File: config.mk
export PLATFORM = sky130hd
export DESIGN_NAME = fir_mac_sequencer
export DESIGN_NICKNAME = d
export VERILOG_FILES = /design/src/rtl/fir_mac_sequencer_pkg.sv /design/src/rtl/fir_mac_sequencer_ptr_wrap.sv /design/src/rtl/fir_mac_sequencer.sv
export SDC_FILE = /design/constraint.sdc
export NUM_CORES = 1
export LEC_CHECK = 0
export BUFFER_PORTS_ARGS = -buffer_cell sky130_fd_sc_hd__buf_2
export CORE_ASPECT_RATIO = 0.8
export CORE_MARGIN = 2
export CORE_UTILIZATION = 53
export DETAILED_ROUTE_END_ITERATION = 6
export PLACE_DENSITY = 0.83
export SLEW_MARGIN = 40
export SYNTH_ARGS = -nofsm -noshare
export SYNTH_HDL_FRONTEND = slang
export SYNTH_SLANG_ARGS = --single-unit
export TNS_END_PERCENT = 100
File: constraint.sdc
create_clock -name clk -period 3.4 [get_ports clk]
set_input_delay 0.85 -clock clk [delete_from_list [all_inputs] [get_ports clk]]
set_output_delay 0.85 -clock clk [all_outputs]
set_load 0.05 [all_outputs]
File: src/rtl/fir_mac_sequencer_pkg.sv
// Shared definitions for the symmetric-FIR blocks: FSM state encoding and helpers.
// Latency: n/a (types and constant functions only).
// Backpressure: n/a.
package fir_mac_sequencer_pkg;

  // Encoding is fixed so other FIR blocks and debug views can decode the state.
  typedef enum logic [1:0] {
    ST_INIT  = 2'd0,
    ST_IDLE  = 2'd1,
    ST_ACCUM = 2'd2,
    ST_DONE  = 2'd3
  } fir_state_t;

  // Ceiling log2 for deriving address widths from tap counts.
  function automatic int clog2(input int value);
    int r;
    r = 0;
    for (int i = 0; i < 32; i++) begin
      if ((1 << r) < value) r = r + 1;
    end
    return r;
  endfunction

endpackage

File: src/rtl/fir_mac_sequencer_ptr_wrap.sv
// Modular pointer add/sub: res = (ptr +/- off) mod N_TAPS, with ptr and off already < N_TAPS.
// Latency: combinational.
// Backpressure: none.
module fir_mac_sequencer_ptr_wrap #(
  parameter int N_TAPS = 8,
  parameter int ADDR_W = 3
) (
  input  logic [ADDR_W-1:0] ptr,
  input  logic [ADDR_W-1:0] off,
  input  logic              sub,
  output logic [ADDR_W-1:0] res
);

  // Modulus in the extended width for the add-side compare, and truncated for the
  // wrap correction (arithmetic mod 2^ADDR_W gives the right answer since res < N_TAPS).
  localparam logic [ADDR_W:0]   MOD_X = (ADDR_W+1)'(N_TAPS);
  localparam logic [ADDR_W-1:0] MOD_W = ADDR_W'(N_TAPS);

  logic [ADDR_W:0] sum_x;

  // Compare-and-wrap instead of a divider: one subtract/compare per direction.
  always_comb begin
    sum_x = {1'b0, ptr} + {1'b0, off};
    res   = '0;
    if (sub) begin
      res = (ptr >= off) ? (ptr - off) : (ptr - off + MOD_W);
    end else begin
      res = (sum_x >= MOD_X) ? (sum_x[ADDR_W-1:0] - MOD_W) : sum_x[ADDR_W-1:0];
    end
  end

endmodule

File: src/rtl/fir_mac_sequencer.sv
// Control FSM for a symmetric FIR: buffer flush/write, tap-pair and ROM addressing, MAC clear, output register.
// Latency: accept cycle to y_valid cycle is P+2 cycles, P = (N_TAPS+1)/2; one sample per P+2 cycles.
// Backpressure: sample_ready only in IDLE; upstream holds sample_valid. Optional FIR_SEQ_OVERRUN_EN adds sticky overrun.
module fir_mac_sequencer
  import fir_mac_sequencer_pkg::*;
#(
  parameter int N_TAPS        = 8,
  parameter int ADDR_W        = 3,
  parameter int ROM_AW        = 2,
  parameter int WIDTH_MAC_OUT = 8
) (
  input  logic                     clk,
  input  logic                     rst_n,
  input  logic                     sample_valid,
  output logic                     sample_ready,
  output logic                     wr_en,
  output logic                     wr_zero,
  output logic [ADDR_W-1:0]        wr_addr,
  output logic [ADDR_W-1:0]        rd_addr_a,
  output logic [ADDR_W-1:0]        rd_addr_b,
  output logic                     mid_tap,
  output logic [ROM_AW-1:0]        rom_addr,
  output logic                     mac_clr,
  input  logic [WIDTH_MAC_OUT-1:0] mac_out,
  output logic [WIDTH_MAC_OUT-1:0] y_out,
  output logic                     y_valid,
  output logic                     busy
`ifdef FIR_SEQ_OVERRUN_EN
  ,
  output logic                     overrun
`endif
);

  localparam int P = (N_TAPS + 1) / 2;
  localparam logic [ADDR_W-1:0] LAST_IDX = ADDR_W'(N_TAPS - 1);
  localparam logic [ADDR_W-1:0] LAST_K   = ADDR_W'(P - 1);
  localparam logic [ADDR_W-1:0] ONE      = ADDR_W'(1);
  localparam bit                ODD      = (N_TAPS % 2) == 1;

  fir_state_t state_q, state_d;
  // idx is the flush address during INIT and the tap-pair index k during ACCUM.
  logic [ADDR_W-1:0] idx_q, idx_d;
  logic [ADDR_W-1:0] base_q, base_d;
  logic [ADDR_W-1:0] wr_ptr_q, wr_ptr_d;
  logic [ADDR_W-1:0] wr_ptr_inc;
  logic [ADDR_W-1:0] k_plus1;

  assign k_plus1 = idx_q + ONE;

  // Newer tap of the pair: base - k.
  fir_mac_sequencer_ptr_wrap #(.N_TAPS(N_TAPS), .ADDR_W(ADDR_W)) u_wrap_a (
    .ptr (base_q),
    .off (idx_q),
    .sub (1'b1),
    .res (rd_addr_a)
  );

  // Mirror tap: base + 1 + k, i.e. base - (N_TAPS-1-k).
  fir_mac_sequencer_ptr_wrap #(.N_TAPS(N_TAPS), .ADDR_W(ADDR_W)) u_wrap_b (
    .ptr (base_q),
    .off (k_plus1),
    .sub (1'b0),
    .res (rd_addr_b)
  );

  // Circular-buffer write pointer advance.
  fir_mac_sequencer_ptr_wrap #(.N_TAPS(N_TAPS), .ADDR_W(ADDR_W)) u_wrap_wr (
    .ptr (wr_ptr_q),
    .off (ONE),
    .sub (1'b0),
    .res (wr_ptr_inc)
  );

  assign rom_addr = idx_q[ROM_AW-1:0];
  assign busy     = (state_q != ST_IDLE);

  // State and pointer registers.
  always_ff @(posedge clk or negedge rst_n) begin
    if (!rst_n) begin
      state_q  <= ST_INIT;
      idx_q    <= '0;
      base_q   <= '0;
      wr_ptr_q <= '0;
    end else begin
      state_q  <= state_d;
      idx_q    <= idx_d;
      base_q   <= base_d;
      wr_ptr_q <= wr_ptr_d;
    end
  end

  // Next-state and per-state strobes.
  always_comb begin
    state_d      = state_q;
    idx_d        = idx_q;
    base_d       = base_q;
    wr_ptr_d     = wr_ptr_q;
    sample_ready = 1'b0;
    wr_en        = 1'b0;
    wr_zero      = 1'b0;
    wr_addr      = '0;
    mac_clr      = 1'b0;
    mid_tap      = 1'b0;
    case (state_q)
      ST_INIT: begin
        // Write strobe held off while reset is asserted so the buffer is not
        // scribbled on before the flush actually runs.
        wr_en   = rst_n;
        wr_zero = 1'b1;
        wr_addr = idx_q;
        if (idx_q == LAST_IDX) begin
          state_d = ST_IDLE;
          idx_d   = '0;
        end else begin
          idx_d = idx_q + ONE;
        end
      end
      ST_IDLE: begin
        sample_ready = 1'b1;
        if (sample_valid) begin
          wr_en    = 1'b1;
          wr_addr  = wr_ptr_q;
          base_d   = wr_ptr_q;
          wr_ptr_d = wr_ptr_inc;
          idx_d    = '0;
          state_d  = ST_ACCUM;
        end
      end
      ST_ACCUM: begin
        mac_clr = (idx_q == '0);
        // Odd length: last pair is the centre tap, both read ports hit the same word.
        mid_tap = ODD && (idx_q == LAST_K);
        if (idx_q == LAST_K) begin
          state_d = ST_DONE;
        end else begin
          idx_d = idx_q + ONE;
        end
      end
      ST_DONE: begin
        state_d = ST_IDLE;
      end
      default: begin
        state_d = ST_INIT;
      end
    endcase
  end

  // Capture the finished MAC sum; y_valid lands in the following IDLE cycle.
  always_ff @(posedge clk or negedge rst_n) begin
    if (!rst_n) begin
      y_out   <= '0;
      y_valid <= 1'b0;
    end else begin
      y_valid <= (state_q == ST_DONE);
      if (state_q == ST_DONE) begin
        y_out <= mac_out;
      end
    end
  end

`ifdef FIR_SEQ_OVERRUN_EN
  // Sticky flag: upstream offered a sample while a result was still in flight.
  always_ff @(posedge clk or negedge rst_n) begin
    if (!rst_n) begin
      overrun <= 1'b0;
    end else if (sample_valid && busy && (state_q != ST_INIT)) begin
      overrun <= 1'b1;
    end
  end
`endif

endmodule

==> results by group <==
Floorplan
  • # IOs: 37
  • Initial Utilization: 54.46%
  • Std-Cell Rows: 15
  • Die Area: 0.002550 mm2
  • Die Ht: 45.57 um
  • Die Wd: 55.96 um
  • Core area: 0.002102 mm2

Setup path
  • CP Capture Type: output port
  • Reg2Reg Setup Slack: 1.78 ns
  • Cells on worst reg2reg path: 5
  • Largest stage delay, worst path: 0.46 ns
  • Crit path cell chain: inv_1, ha_1, inv_1, fa_1, xnor2_1, xnor2_1, buf_2
  • WP data required: 2.55 ns
  • Worst Path Max Fanout: 6
  • WS Path Type: flop to output port
  • Terminus of the critical flop-to-flop path: idx_q[0]
  • CP Launch Type: flop
  • Reg2Reg Launch Point: state_q[1]
  • Worst Path Arrival: 2.24 ns
  • CP max stage cell: dfrtp_1

Detailed routing
  • TritonRoute pass-1 iters: 4
  • Initial DRC count: 7
  • Routed Antenna Nets: 0
  • DR WL/cell: 13.57 um
  • Vias: 787
  • Drc violations: 0
  • Vias per cell: 4.888
  • WL final: 2185 um

Finish
  • Layout cell share with drive strength beyond 1: 39.71%
  • Multi-input gate area: 550.5 um2
  • Final nets: 162
  • Ant. Diodes: 0
  • Final Cell Area: 0.001358 mm2
  • Number of fill cells: 177
  • P&R area growth vs syn: 18.58%
  • Register area: 500.5 um2

Timing
  • Maximum clock rate: 324.1 MHz
  • Unrepaired setup endpoints after global routing: false
  • Final min period: 3.086 ns
  • Final setup viols: 0
  • Final Cycle Share: 90.76%
  • Worst Skew: 0.009813 ns
  • Final hold viol count: 0
  • Worst setup margin: 0.3142 ns
  • Setup TNS after final layout: 0 ns
  • Slew Viols, Final: 0

Logic synthesis
  • Post-Syn Area: 0.001145 mm2
  • Top cells by count, synth: 20 x dfrtp_1, 15 x inv_1, 12 x ha_1, 9 x mux2_2, 8 x nand2_1
  • Cell taking the most area after synthesis: dfrtp_1
  • Post-synth net total: 126
  • Avg Inst Size Synth: 11.34 um2
  • Top cell type's share of synthesized area: 43.72%
  • EDFF count, synth: 0
  • Synth top area cells: dfrtp_1 44%, ha_1 13%, mux2_2 8.9%
  • Synth Flop Type: dfrtp_1
  • Sequential share of the synthesized area: 43.72%
  • Syn Inst Count: 101
  • Async SR Flop Fraction: 100.0%
  • Synth unique cells: 23
  • Flops & latches, synth: 20
  • Most common cell in the netlist: dfrtp_1
  • Synth Warn #: 0

Clock network
  • CTS max path bufs: 2
  • Sinks on the clock net: 20
  • Worst skew pair latency: 0.31 ns
  • Number of H-tree levels: 1
  • CTS tree: done
  • PostCTS Resize Cnt: 0
  • Hold_buf cts: 0
  • Clock-pin slew on the worst setup and hold paths: 0.12 ns
  • Post-CTS Setup Inserts: 0
  • Num CTS Buffers: 3
  • Clk Tree Root Cell: clkbuf_4

Worst hold path
  • Worst-case hold path end point: wr_ptr_q[2]
  • Hold Path Cell Cnt: 1
  • Tightest Hold Check Type: flop to flop
  • Hold Crit Start: wr_ptr_q[2]

Place
  • Setup WS pre-CTS: 0.6853 ns
  • Buffers on Ports: 35
  • Hpwl dp: 1729 um
  • Placement Cell Area: 0.001321 mm2
  • Placer congestion estimate: 0.9125

GRT
  • First-pass GRT wire length: 3401 um
  • Total grt overflow: 0
  • Via count of the first global-routing pass: 732
  • Gr usage total: 18.20%
  • Initial antenna violation count: 0
  • Largest net degree at the start of global routing: 21

Run
  • Max-capacitance violation count: 0

Run status
  • Status: finished, final reports clean
## state kept, by name, indices dropped and copies added (netlist names)
register and flops:
y_out 8, base_q 3, idx_q 3, wr_ptr_q 3
state_q 2, y_valid 1
## area by class of cell
| type | count | area share [%] |
|---|---|---|
| Clock buffer | 4 | 2.673 |
| Inverter | 15 | 4.147 |
| Multi-Input combinational cell | 61 | 40.55 |
| Sequential cell | 20 | 36.87 |
| Tap cell | 25 | 2.304 |
| Timing Repair Buffer | 36 | 13.46 |
## worst max path at each step
| stage | start | depth (start not counted) | slack, ns | to |
|---|---|---|---|---|
| 2_1_floorplan | idx_q[0] | 6 | 0.39 | rd_addr_b[2] |
| 3_3_place_gp | idx_q[0] | 7 | 0.77 | rd_addr_b[2] |
| 3_5_place_dp | idx_q[0] | 7 | 0.69 | rd_addr_b[2] |
| 4_1_cts | idx_q[0] | 7 | 0.32 | rd_addr_b[2] |
| 5_1_grt | idx_q[0] | 7 | 0.16 | rd_addr_b[2] |
| 6_report | idx_q[0] | 7 | 0.31 | rd_addr_b[2] |
## logic make-up after synthesis
kind of cell,count (synthesis),share of synthesized area (%)
AOI/OAI and AO/OA,6,4.043
buffers and inverters,20,8.197
xor gates and xnor gates,6,4.590
and+or+nand+nor,20,8.525
other,1,0.3276
DFF,20,43.72
adders and majority gates,14,16.61
muxes,14,13.99
## worst max-delay path: cells and delay by family (launching register included)
kind	cells	cell delay [ns]
adders and majority gates	2	0.69
DFF	1	0.46
buffers and inverters	3	0.45
xor gates and xnor gates	2	0.32
## cell usage in the layout (no fill, tap or decap)
master,count
inv_1,15
mux2_1,3
ha_1,12
o211ai_1,1
mux2_2,9
nand3_1,4
a21oi_2,1
mux2i_1,1
dfrtp_1,20
and3_1,1
nand2_2,1
clkbuf_8,1
buf_4,1
o21ai_0,3
mux2_4,1
nand2_1,8
nor2b_1,2
conb_1,1
o221ai_2,1
clkbuf_4,3
xnor2_1,6
fa_1,2
buf_2,35
nor3_1,2
nand2b_2,1
nor2_1,1
## metal layers
layer  vias to the layer above  GRT usage [%]  routed length (um)
met1                       379          23.63                1016
met3                         5          6.250                  87
met2                        15          29.41                1054
li1                        388              -                   -
met5                         -              0                   0
met4                         0          5.714                  27
## metrics by stage
step	utilization, %	cells	hold WS (ns)
after floorplan	-	101	0.4450
after global placement	62.86	157	0.4623
after detailed placement	62.86	157	0.4688
after CTS	64.58	161	0.4876
after global routing	64.58	161	0.5226
final	64.58	161	0.4809
Power is not shown: default switching activity piles up to over one toggle a cycle in this logic, so the estimate is an artifact.
